**config.mk**
```make
export PLATFORM = sky130hd
export DESIGN_NAME = mem_port_arbiter
export DESIGN_NICKNAME = d
export VERILOG_FILES = /design/src/rtl/mem_port_arbiter.sv
export SDC_FILE = /design/constraint.sdc
export NUM_CORES = 1
export LEC_CHECK = 0
export BUFFER_PORTS_ARGS = -buffer_cell sky130_fd_sc_hd__buf_4
export CAP_MARGIN = 5
export CORE_ASPECT_RATIO = 0.5
export CORE_UTILIZATION = 47
export DETAILED_ROUTE_END_ITERATION = 10
export GPL_TIMING_DRIVEN = 1
export PLACE_DENSITY = 0.76
export SLEW_MARGIN = 20
export SYNTH_ARGS = -nofsm -noshare
export SYNTH_HDL_FRONTEND = slang
export SYNTH_SLANG_ARGS = --single-unit
```
**constraint.sdc**
```tcl
create_clock -name clk -period 2.25 [get_ports clk]
set_clock_uncertainty 0.05 [all_clocks]
set_input_delay 0 -clock clk [delete_from_list [all_inputs] [get_ports clk]]
set_output_delay 0 -clock clk [all_outputs]
set_load 0.1 [all_outputs]
```
**src/rtl/mem_port_arbiter.sv**
```systemverilog
`default_nettype none
// ============================================================================
// Module      : mem_port_arbiter
// Description : Responder for a CPU instruction port and a CPU data port.
//               Serialises both onto a single backing-memory port, caches
//               the last completed result per port under a captured tag,
//               and answers combinationally while the CPU holds that tag.
//               Optional starvation guard: define MEM_ARB_STARVE_GUARD_EN
//               to let a waiting fetch win after STARVE_LIMIT data grants.
// Revision    : 1.0 - initial release
// ============================================================================
module mem_port_arbiter #(
    parameter int STARVE_LIMIT = 4
) (
    input  logic        clk,
    input  logic        reset_n,

    // Instruction port
    input  logic        instruction_request,
    input  logic [15:0] instruction_address,
    output logic [15:0] instr,
    output logic        instruction_response,

    // Data port
    input  logic        data_request,
    input  logic        write_enable,
    input  logic [1:0]  mem_byte_enable,
    input  logic [15:0] mem_address,
    input  logic [15:0] write_data,
    output logic [15:0] mem_rdata,
    output logic        data_response,

    // Backing-memory port
    output logic        pmem_read,
    output logic        pmem_write,
    output logic [15:0] pmem_address,
    output logic [15:0] pmem_wdata,
    output logic [1:0]  pmem_byte_enable,
    input  logic [15:0] pmem_rdata,
    input  logic        pmem_resp
);

    // ------------------------------------------------------------------------
    // Constants
    // ------------------------------------------------------------------------
    localparam logic [1:0] c_IDLE     = 2'd0;
    localparam logic [1:0] c_I_ACCESS = 2'd1;
    localparam logic [1:0] c_D_ACCESS = 2'd2;

    // Counter wide enough to hold STARVE_LIMIT itself (saturates there).
    localparam int                 c_CNT_W = (STARVE_LIMIT < 1) ? 1 : $clog2(STARVE_LIMIT + 1);
    localparam logic [c_CNT_W-1:0] c_LIMIT = c_CNT_W'(STARVE_LIMIT);

    // ------------------------------------------------------------------------
    // State
    // ------------------------------------------------------------------------
    logic [1:0]         r_state;
    logic [1:0]         w_next_state;

    // Instruction port: completion flag, tag and result
    logic               r_i_done;
    logic [15:0]        r_i_addr;
    logic [15:0]        r_instr;

    // Data port: completion flag, tag and result
    logic               r_d_done;
    logic [15:0]        r_d_addr;
    logic               r_d_we;
    logic [1:0]         r_d_be;
    logic [15:0]        r_d_wdata;
    logic [15:0]        r_rdata;

    // Consecutive data grants taken while a fetch was waiting
    logic [c_CNT_W-1:0] r_starve_cnt;

    // ------------------------------------------------------------------------
    // Tag matching and pending detection
    // ------------------------------------------------------------------------
    logic w_i_match;
    logic w_d_match;
    logic w_i_pend;
    logic w_d_pend;
    logic w_starved;
    logic w_grant_i;
    logic w_grant_d;
    logic w_i_complete;
    logic w_d_complete;

    // A port is matched when its last access finished under exactly the
    // inputs the CPU is presenting now; only then is the stored result valid.
    assign w_i_match = r_i_done && (instruction_address == r_i_addr);
    assign w_d_match = r_d_done
                    && (mem_address     == r_d_addr)
                    && (write_enable    == r_d_we)
                    && (mem_byte_enable == r_d_be)
                    && (write_data      == r_d_wdata);

    assign w_i_pend = instruction_request && !w_i_match;
    assign w_d_pend = data_request        && !w_d_match;

    assign instruction_response = instruction_request && w_i_match;
    assign data_response        = data_request        && w_d_match;

    assign instr     = r_instr;
    assign mem_rdata = r_rdata;

`ifdef MEM_ARB_STARVE_GUARD_EN
    // The fetch port takes priority once data has won STARVE_LIMIT times.
    assign w_starved = (r_starve_cnt >= c_LIMIT);
`else
    // Strict data priority: the counter is never consulted.
    assign w_starved = 1'b0;
`endif

    // Arbitration only happens in IDLE; data wins ties unless starved.
    assign w_grant_i = (r_state == c_IDLE) && w_i_pend && (!w_d_pend || w_starved);
    assign w_grant_d = (r_state == c_IDLE) && w_d_pend && !(w_i_pend && w_starved);

    // pmem_resp is only meaningful while an access is in flight; a stray
    // response after a reset-abandoned access lands in IDLE and is dropped.
    assign w_i_complete = (r_state == c_I_ACCESS) && pmem_resp;
    assign w_d_complete = (r_state == c_D_ACCESS) && pmem_resp;

    // ------------------------------------------------------------------------
    // FSM
    // ------------------------------------------------------------------------

    // State register
    always_ff @(posedge clk) begin
        if (!reset_n) begin
            r_state <= c_IDLE;
        end else begin
            r_state <= w_next_state;
        end
    end

    // Next-state: grant from IDLE, return to IDLE on backing completion
    always_comb begin
        w_next_state = r_state;
        case (r_state)
            c_IDLE: begin
                if (w_grant_d) begin
                    w_next_state = c_D_ACCESS;
                end else if (w_grant_i) begin
                    w_next_state = c_I_ACCESS;
                end
            end
            c_I_ACCESS: begin
                if (pmem_resp) begin
                    w_next_state = c_IDLE;
                end
            end
            c_D_ACCESS: begin
                if (pmem_resp) begin
                    w_next_state = c_IDLE;
                end
            end
            default: begin
                w_next_state = c_IDLE;
            end
        endcase
    end

    // Outputs: backing port driven purely from the captured tag, so a CPU
    // that flushes mid-access cannot disturb the transaction in flight.
    always_comb begin
        pmem_read        = 1'b0;
        pmem_write       = 1'b0;
        pmem_address     = 16'h0000;
        pmem_wdata       = 16'h0000;
        pmem_byte_enable = 2'b00;
        case (r_state)
            c_I_ACCESS: begin
                pmem_read        = 1'b1;
                pmem_address     = r_i_addr;
                pmem_byte_enable = 2'b11;
            end
            c_D_ACCESS: begin
                pmem_read        = !r_d_we;
                pmem_write       = r_d_we;
                pmem_address     = r_d_addr;
                pmem_wdata       = r_d_wdata;
                pmem_byte_enable = r_d_be;
            end
            default: begin
            end
        endcase
    end

    // ------------------------------------------------------------------------
    // Datapath
    // ------------------------------------------------------------------------

    // Tag capture on grant, result and done flag update on completion
    always_ff @(posedge clk) begin
        if (!reset_n) begin
            r_i_done  <= 1'b0;
            r_i_addr  <= 16'h0000;
            r_instr   <= 16'h0000;
            r_d_done  <= 1'b0;
            r_d_addr  <= 16'h0000;
            r_d_we    <= 1'b0;
            r_d_be    <= 2'b00;
            r_d_wdata <= 16'h0000;
            r_rdata   <= 16'h0000;
        end else begin
            // A fresh grant invalidates the old result and latches the new tag.
            if (w_grant_i) begin
                r_i_done <= 1'b0;
                r_i_addr <= instruction_address;
            end
            if (w_grant_d) begin
                r_d_done  <= 1'b0;
                r_d_addr  <= mem_address;
                r_d_we    <= write_enable;
                r_d_be    <= mem_byte_enable;
                r_d_wdata <= write_data;
            end

            if (w_i_complete) begin
                r_i_done <= 1'b1;
                r_instr  <= pmem_rdata;
            end

            if (w_d_complete) begin
                r_d_done <= 1'b1;
                if (!r_d_we) begin
                    r_rdata <= pmem_rdata;
                end else if (r_d_addr == r_i_addr) begin
                    // Store hit the cached fetch word: force a refetch.
                    r_i_done <= 1'b0;
                end
            end
        end
    end

    // Starvation counter; tracked in every build, consulted only when guarded
    always_ff @(posedge clk) begin
        if (!reset_n) begin
            r_starve_cnt <= '0;
        end else if (!w_i_pend || w_grant_i) begin
            r_starve_cnt <= '0;
        end else if (w_grant_d && (r_starve_cnt != c_LIMIT)) begin
            r_starve_cnt <= r_starve_cnt + 1'b1;
        end
    end

endmodule
`default_nettype wire
```
==> results.cfg, run 1 <==
[run_status]
status = complete, but fails checks
failed_checks = negative setup slack

[synthesis]
synth_most_common_cell = nand2_1
synthCells = 556
synthTopCellsByCount = nand2_1, dfxtp_1, mux2i_1
synth_edf_count = 0
synth-main-ff-cell = dfxtp_1
synth.avg_cell_area_sq_um = 8.44
ys_seq_area_share_pct = 37.1
syn_nets = 631
ys.warnings.count = 0
synth_top_area_share_pct = 37.1
async_reset_ff_share_pct = 0
ys_types = 38
synth_area_sq_um = 4690
yosys-top-cells-area = dfxtp_1, nand2_1, mux2i_1
yosys.area.top_type = dfxtp_1
synth_seq_cells = 87

[grt]
grt_overflow = 0
antenna_found_initial = 0
grt_use_total_pct = 26.8
grt_pass1_wl_um = 21400
grt_pass1_vias = 4422
grt_max_degree = 61

[timing]
slew_viol_final = 0
max-slew-margin-rel_pct = 56.6
final_hold_viol_count = 0
max_freq_mhz = 437
period_share_pct = 102
tightest_slew_ps = 650
finalSetupViolCount = 11
holdWs_ps = 140
post-route-min-period_ps = 2290
fin_ws_ps = -38.1

[job]
drv_cap = 0

[layout]
final_util_pct = 72.2
insertedDiodeCount = 0
nets = 833
syn_to_final_growth_pct = 47.3
drive_above_1_share_pct = 26.5
stdcell_count = 898

[routing]
drt_wl_total_um = 14500
wire_per_inst_um = 16.2
wl_met1_um = 6280
wl_met2_um = 7120
post-route-drc-count = 0
detail-route-antenna-nets = 0
avgViaCountPerCell = 5.19
drtPass1Iterations = 5
dr_wl_met3_um = 888
dr.first_iter.drc_count = 367
topRoutingLayerUsed = met4
vias = 4663

[cts]
clk_pin_slew_ps = 60
clock_sinks = 87
numCtsBuffers = 9
cts_root_buf = clkbuf_16
htreeDepth = 3
post_cts_buffers = 0
clock_latency_ps = 340
clk_path_buf_depth = 2
cts_tree = built

[critical_path]
worstSetupPathType = flip-flop to flip-flop
cp.required_ps = 2470
crit_path_end_kind = flip-flop
crit_fanout = 8
r2r-end = r_i_addr[14]
reg2reg_from = r_d_addr[5]
crit_path_start_kind = flip-flop
cp_data_arrival_time_ps = 2510
ff2ff_setup_slack_ps = -40
reg2regPathDepth = 7

[pwr]
leakagePower_nw = 2.97
clock_power_share_pct = 33.4
ir_worst_vdd_v = 0.000430
seqPwrFrac_pct = 37.9
p_comb_share_pct = 28.7
power.net_switching_mw = 1.53
power_switching_share_pct = 33.1
intPower_mw = 3.09
powerDensity_nw_per_um2 = 669
power_mw = 4.62

[floorplan]
core_area_sq_um = 9570
dieArea_sq_um = 10400
die_w_um = 143
rows = 25
ios = 142
die_h_um = 72.6
start_util_pct = 49.0

[worst_hold_path]
min_to = mem_rdata[8]
min_path_cells = 2
min-delay-path-class = primary input to flip-flop
min_from = reset_n

[placement]
io_buffers = 141
routabilityCongestion = 0.833
dp_cells = 812
dp.final_hpwl_um = 8980
==> sequential cells by signal, summed over array words and instances (netlist names) <==
signal / cells
instr: 16
r_d_be: 2
r_d_addr: 16
r_i_done: 1
r_state: 2
r_d_done: 1
r_i_addr: 16
mem_rdata: 16
r_d_wdata: 16
r_d_we: 1
==> stage by stage <==
step | area, sq um | setup TNS [ps] | worst slack [ps]
floorplan | 4740 | 0 | 81.3
global placement | 5880 | 0 | 121
detailed placement | 5880 | 0 | 75.5
CTS | 6870 | 0 | 50.1
global route | 6910 | -2010 | -110
finish | 6910 | -207 | -38.1
==> timing repair <==
item                                   4_1_cts  5_1_grt
endpoints found under the hold margin       84        0
setup endpoints to repair                    0       53
hold buffers                                68        0
resized for setup                            0        8
==> cells by family (layout without fill, tap and decap cells) <==
logic type               count (synthesis)  count (layout)  share of synthesized area (%)
flip-flops                              87              87                           37.1
multiplexers                            51              51                           10.9
AND/OR/NAND/NOR                        248             249                           24.3
buffers and inverters                   41             247                           5.17
adder cells (fa/ha/maj)                  3               3                          0.800
XOR/XNOR                                62              62                           11.6
AO/OA/AOI/OAI                           64              64                           10.1
==> placed cells by master, fill, tap and decap left out, types with 16 or more instances in the layout <==
| cell type | netlist | final |
|---|---|---|
| a22oi_1 | 16 | 16 |
| xor2_1 | 34 | 34 |
| mux2i_1 | 51 | 51 |
| and2_1 | 18 | 18 |
| buf_4 | 0 | 154 |
| xnor2_1 | 28 | 26 |
| dlygate4sd3_1 | 0 | 68 |
| dfxtp_1 | 87 | 87 |
| a21boi_0 | 32 | 32 |
| nor2b_2 | 0 | 18 |
| nand2_1 | 172 | 172 |
==> area by class of cell <==
cell class	instances	area, sq um
multi-input combinational	429	2790
sequential	87	1740
clock buffer	11	253
clock inverter	5	56.3
tap	135	169
inverter	6	22.5
timing repair buffer	225	1880
fill	725	2660
==> power groups by stage <==
stage	clock network (mW)	registers [mW]	logic [mW]
5_1_grt	1.63	1.76	1.40
3_5_place_dp	0	1.78	1.17
3_3_place_gp	0	1.77	1.15
2_1_floorplan	0	1.92	0.713
4_1_cts	1.56	1.75	1.27
6_report	1.55	1.75	1.32
==> routing by layer <==
metal / vias up / track usage [%]
li1: 2235 / -
met1: 2232 / 33.3
met2: 165 / 46.9
met3: 31 / 5.84
met4: 0 / 8.87
met5: - / 0
==> critical path, stage by stage (launching register included) <==
cell     delay, ps
dfxtp_1        380
xnor2_1        310
nand4_1        160
nor3_2         310
a41oi_2        260
nor3b_4        340
buf_6          210
mux2i_1        200
==> how the worst max path moves through the flow <==
stage | from | to | depth (start not counted)
6_report | r_d_addr[5] | r_i_addr[14] | 7
3_3_place_gp | r_d_wdata[11] | r_i_addr[0] | 7
2_1_floorplan | r_i_addr[12] | instruction_response | 4
4_1_cts | r_d_wdata[11] | r_i_addr[14] | 7
5_1_grt | r_d_wdata[14] | r_d_we | 6
3_5_place_dp | r_d_wdata[11] | r_i_addr[14] | 7
Note: power is estimated with default switching activity, not from simulation.
==> run 2: changes to the inputs <==
--- a/config.mk
+++ b/config.mk
@@ -5,13 +5,14 @@
 export SDC_FILE = /design/constraint.sdc
 export NUM_CORES = 1
 export LEC_CHECK = 0
+export ABC_AREA = 1
 export BUFFER_PORTS_ARGS = -buffer_cell sky130_fd_sc_hd__buf_4
 export CAP_MARGIN = 5
-export CORE_ASPECT_RATIO = 0.5
-export CORE_UTILIZATION = 47
+export CORE_ASPECT_RATIO = 1.4
+export CORE_UTILIZATION = 48
 export DETAILED_ROUTE_END_ITERATION = 10
 export GPL_TIMING_DRIVEN = 1
-export PLACE_DENSITY = 0.76
+export PLACE_DENSITY = 0.77
 export SLEW_MARGIN = 20
 export SYNTH_ARGS = -nofsm -noshare
 export SYNTH_HDL_FRONTEND = slang
==> results.cfg, run 2 <==
[placement]
io_buffers = 141
dp.final_hpwl_um = 11100
routabilityCongestion = 0.982
pre_cts_ws_ps = -61.4

[timing]
max-slew-margin-rel_pct = 55.8
holdWs_ps = 91.4
post-route-min-period_ps = 2160
rsz0062_at_grt = false
slew_viol_final = 0
max_freq_mhz = 464
finalSetupViolCount = 0
tightest_slew_ps = 663
fin_ws_ps = 93.8
period_share_pct = 95.8
final_hold_viol_count = 0

[floorplan]
rows = 43
die_w_um = 88.1
dieArea_sq_um = 10800
start_util_pct = 49.8
core_area_sq_um = 10000
die_h_um = 123
ios = 142

[synthesis]
synth-main-ff-cell = dfxtp_1
synth_seq_cells = 87
synthTopCellsByCount = nand2_1, nor2_1, inv_1
ys_seq_area_share_pct = 34.9
async_reset_ff_share_pct = 0
ys.warnings.count = 0
yosys-top-cells-area = dfxtp_1, nand2_1, nor2_1
syn_nets = 860
synth_top_area_share_pct = 34.9
synth.avg_cell_area_sq_um = 6.35
yosys.area.top_type = dfxtp_1
synth_edf_count = 0
ys_types = 38
synthCells = 785
synth_area_sq_um = 4980
synth_most_common_cell = nand2_1

[cts]
numCtsBuffers = 9
clock_latency_ps = 340
htreeDepth = 3
clk_pin_slew_ps = 60
cts_root_buf = clkbuf_16
clk_path_buf_depth = 2
clock_sinks = 87
cts_tree = built

[routing]
drt_wl_total_um = 16000
detail-route-antenna-nets = 0
drtPass1Iterations = 8
avgViaCountPerCell = 5.15
vias = 5781
post-route-drc-count = 0
wire_per_inst_um = 14.2
dr.first_iter.drc_count = 323

[critical_path]
worstSetupPathType = flip-flop to output pin
cp_data_arrival_time_ps = 2110
crit_path_end_kind = output pin
crit_fanout = 3
cp.required_ps = 2200
crit_path_start_kind = flip-flop

[grt]
grtUsageMet3_pct = 3.77
grt_use_total_pct = 30.1
busiest_layer = met2
grt_pass1_vias = 5340
grt_use_met1_pct = 34.2
antenna_found_initial = 0
grt_pass1_wl_um = 25000
grt_max_degree = 76
grt_overflow = 0
grtUsageMet2_pct = 54.3

[job]
drv_cap = 0

[layout]
nets = 1057
drive_above_1_share_pct = 22.3
layout_commonest_cell = nand2_1
syn_to_final_growth_pct = 43.8
final_util_pct = 71.6
insertedDiodeCount = 0
mostFrequentLayoutCells = nand2_1, buf_4, nor2_1

[worst_hold_path]
min-delay-path-class = primary input to flip-flop

[pwr]
ir_worst_vdd_v = 0.000438
leakagePower_nw = 3.43
powerDensity_nw_per_um2 = 660
power_mw = 4.72

[run_status]
status = finished clean
[run 2: cell count changes after synthesis, moves of 16 or more]
cell      delta
nor2b_1     -24
a22oi_1     -16
nand2_1     +18
and2_1      -18
xor2_1      -30
mux2i_1     -51
inv_1       +85
a21boi_0    -31
o21ai_0     +73
a21oi_1     +56
nor2_1      +99
[run 2: area by class of cell]
cell class | instances | area [sq um]
clock buffers | 10 | 239
multi-input cells | 556 | 2710
flip-flops and latches | 87 | 1740
clock inverters | 6 | 76.3
repair buffers | 217 | 1820
inverters | 111 | 417
fillers | 868 | 2840
well taps | 135 | 169
[run 2: cell families after synthesis]
logic type,synth area share (%)
buffers and inverters,11.3
XOR/XNOR,3.16
AND/OR/NAND/NOR,33.0
adder cells (fa/ha/maj),0.753
AO/OA/AOI/OAI,16.9
flip-flops,34.9
[run 2: power breakdown]
| group | switching (mW) | internal, mW |
|---|---|---|
| clock | 0.670 | 0.909 |
| combinational | 0.899 | 0.464 |
| sequential | 0.124 | 1.66 |
| total | 1.69 | 3.03 |
[run 2: final timing paths]
check / depth (start not counted) / slack, ps / end / start
worst max-delay path: 6 / 90 / data_response / r_d_be[0]
worst min-delay path: 4 / 90 / r_d_done / data_request
worst max register to register: 10 / 220 / r_d_wdata[5] / r_d_wdata[2]
worst min register to register: 2 / 430 / r_d_wdata[1] / r_d_wdata[1]
[run 2: layer usage]
layer	vias to the layer above	wire (um)
met5	-	0
met4	0	705
met3	54	697
met2	215	8310
met1	2629	6250
li1	2883	-
[run 2: through the flow]
stage | std cells | TNS [ps] | instance area, sq um
finish | 1122 | 0 | 7160
global route | 1122 | 0 | 7160
CTS | 1122 | 0 | 7150
detailed placement | 1038 | -707 | 6150
global placement | 1038 | 0 | 6150
floorplan | 785 | -4800 | 5000
[run 2: worst max-delay path, stage by stage, from the launching register on]
cell and delay, ps:
dfxtp_1 330, xnor2_1 320, nand3_1 110, a2111oi_1 360
nand3_1 150, nor3b_2 240, buf_6 260
[run 2: timing repair]
item | CTS | global route
hold endpoints to repair | 85 | 0
buffers inserted | 0 | 0
setup endpoints to repair | 14 | 1
gates resized for setup | 1 | 3
cloned | 0 | 0
hold buffers | 68 | 0
==> run 3: changes to the inputs <==
--- a/config.mk
+++ b/config.mk
@@ -6,13 +6,13 @@
 export NUM_CORES = 1
 export LEC_CHECK = 0
 export ABC_AREA = 1
-export BUFFER_PORTS_ARGS = -buffer_cell sky130_fd_sc_hd__buf_4
 export CAP_MARGIN = 5
 export CORE_ASPECT_RATIO = 1.4
-export CORE_UTILIZATION = 48
+export CORE_UTILIZATION = 35
 export DETAILED_ROUTE_END_ITERATION = 10
+export DONT_BUFFER_PORTS = 1
 export GPL_TIMING_DRIVEN = 1
-export PLACE_DENSITY = 0.77
+export PLACE_DENSITY = 0.5
 export SLEW_MARGIN = 20
 export SYNTH_ARGS = -nofsm -noshare
 export SYNTH_HDL_FRONTEND = slang
==> results.cfg, run 3 (synthesis gave the netlist of run 2 again) <==
[run_status]
status = finished clean

[grt]
grt_use_total_pct = 24.1
grt_overflow = 0
grt_max_degree = 83
grt_pass1_wl_um = 27000
grt_pass1_vias = 5389
antenna_found_initial = 0

[floorplan]
core_area_sq_um = 13900
ios = 142
rows = 51
die_w_um = 103
die_h_um = 143
dieArea_sq_um = 14700
start_util_pct = 35.8

[placement]
dp.final_hpwl_um = 12600
pre_cts_ws_ps = -66.2
routabilityCongestion = 0.915
io_buffers = 0
dp_cells = 1015
placed_area_sq_um = 6190

[timing]
fin_ws_ps = 109
final.setup.tns_ps = 0
final_hold_viol_count = 0
finalSetupViolCount = 0
period_share_pct = 95.1
slew_viol_final = 0
rsz0062_at_grt = false
post-route-min-period_ps = 2140
tightest_slew_ps = 553
holdWs_ps = 23.2
max_freq_mhz = 467
max-slew-margin-rel_pct = 63.1

[routing]
avgViaCountPerCell = 4.93
dr.first_iter.drc_count = 176
drt_wl_total_um = 17200
post-route-drc-count = 0
drtPass1Iterations = 5
vias = 5452
detail-route-antenna-nets = 0
wire_per_inst_um = 15.5

[job]
drv_cap = 0

[critical_path]
cp.buffers_inverters = 2
crit_path_end_kind = output pin
worstSetupPathType = flip-flop to output pin
crit_family = simple AND/OR/NAND/NOR gates
path_cells = inv_2, nand2_2, o211ai_1, nor4_1, nand3_1, nor3b_4, buf_6
cp.required_ps = 2200
cp_data_arrival_time_ps = 2090
max_stage_delay_ps = 420
crit_fanout = 4
slowest_stage = dfxtp_1
crit_path_start_kind = flip-flop

[cts]
clk_path_buf_depth = 2
clk_pin_slew_ps = 70
cts_tree = built
cts_root_buf = clkbuf_16
numCtsBuffers = 9
htreeDepth = 3
post_cts_buffers = 0
clock_latency_ps = 360
clock_sinks = 87

[layout]
final_util_pct = 52.4
seqCellArea_sq_um = 1740
mostFrequentLayoutCells = nand2_1, nor2_1, inv_1
final_area_sq_um = 7290
multi_input_area_sq_um = 2790
insertedDiodeCount = 0
nets = 991
drive_above_1_share_pct = 18.1
stdcell_count = 1106
n_fill_cell = 1409
syn_to_final_growth_pct = 46.2
layout_commonest_cell = nand2_1

[worst_hold_path]
min-delay-path-class = primary input to flip-flop

[pwr]
ir_worst_vdd_v = 0.000408
leakagePower_nw = 3.22
power_mw = 4.63
powerDensity_nw_per_um2 = 635
-- run 3: cell count changes in the layout (fill, tap and decap cells not counted), sizes merged --
cell	change
bufinv	-1
buf	-72
clkbuf	-1
dlygate4sd3	+6
inv	+1
clkinvlp	+1
-- run 3: worst paths after layout --
| path | start | endpoint | slack (ps) | cells after the start |
|---|---|---|---|---|
| hold / removal | pmem_resp | r_i_done | 20 | 3 |
| hold reg to reg | r_d_wdata[1] | r_d_wdata[1] | 430 | 2 |
| setup reg to reg | r_d_wdata[6] | r_state[0] | 220 | 11 |
| setup / recovery | r_d_addr[8] | data_response | 110 | 7 |
-- run 3: final cells by class --
| class | count | share of cell area [%] |
|---|---|---|
| multi-input combinational | 556 | 38.3 |
| sequential | 87 | 23.9 |
| inverter | 111 | 5.72 |
| timing repair buffer | 151 | 24.8 |
| tap | 185 | 3.18 |
| clock buffer | 9 | 3.09 |
| clock inverter | 7 | 1.03 |
-- run 3: layer usage --
layer  share of wire (%)  vias to the layer above  track usage, %
met5                   0                        -               0
met1                  41                     2518            27.8
li1                    -                     2750               -
met4                 2.3                        0            9.34
met3                 5.1                       30            4.75
met2                  52                      154            43.0
-- run 3: report_power, final --
group	internal (mW)	switching [mW]
combinational	0.450	0.886
clock	0.786	0.722
sequential	1.66	0.127
total	2.90	1.73
-- run 3: worst register-to-register path, delay by kind of cell, from the launching register on --
kind | cells | cell delay, ps
XOR/XNOR | 1 | 320
AO/OA/AOI/OAI | 1 | 150
flip-flops | 1 | 340
AND/OR/NAND/NOR | 9 | 1110
-- run 3: timing repair --
item | in CTS | in global routing
setup endpoints to repair | 17 | 3
hold buffers | 75 | 0
resized for setup | 2 | 6
hold endpoints to repair | 87 | 0
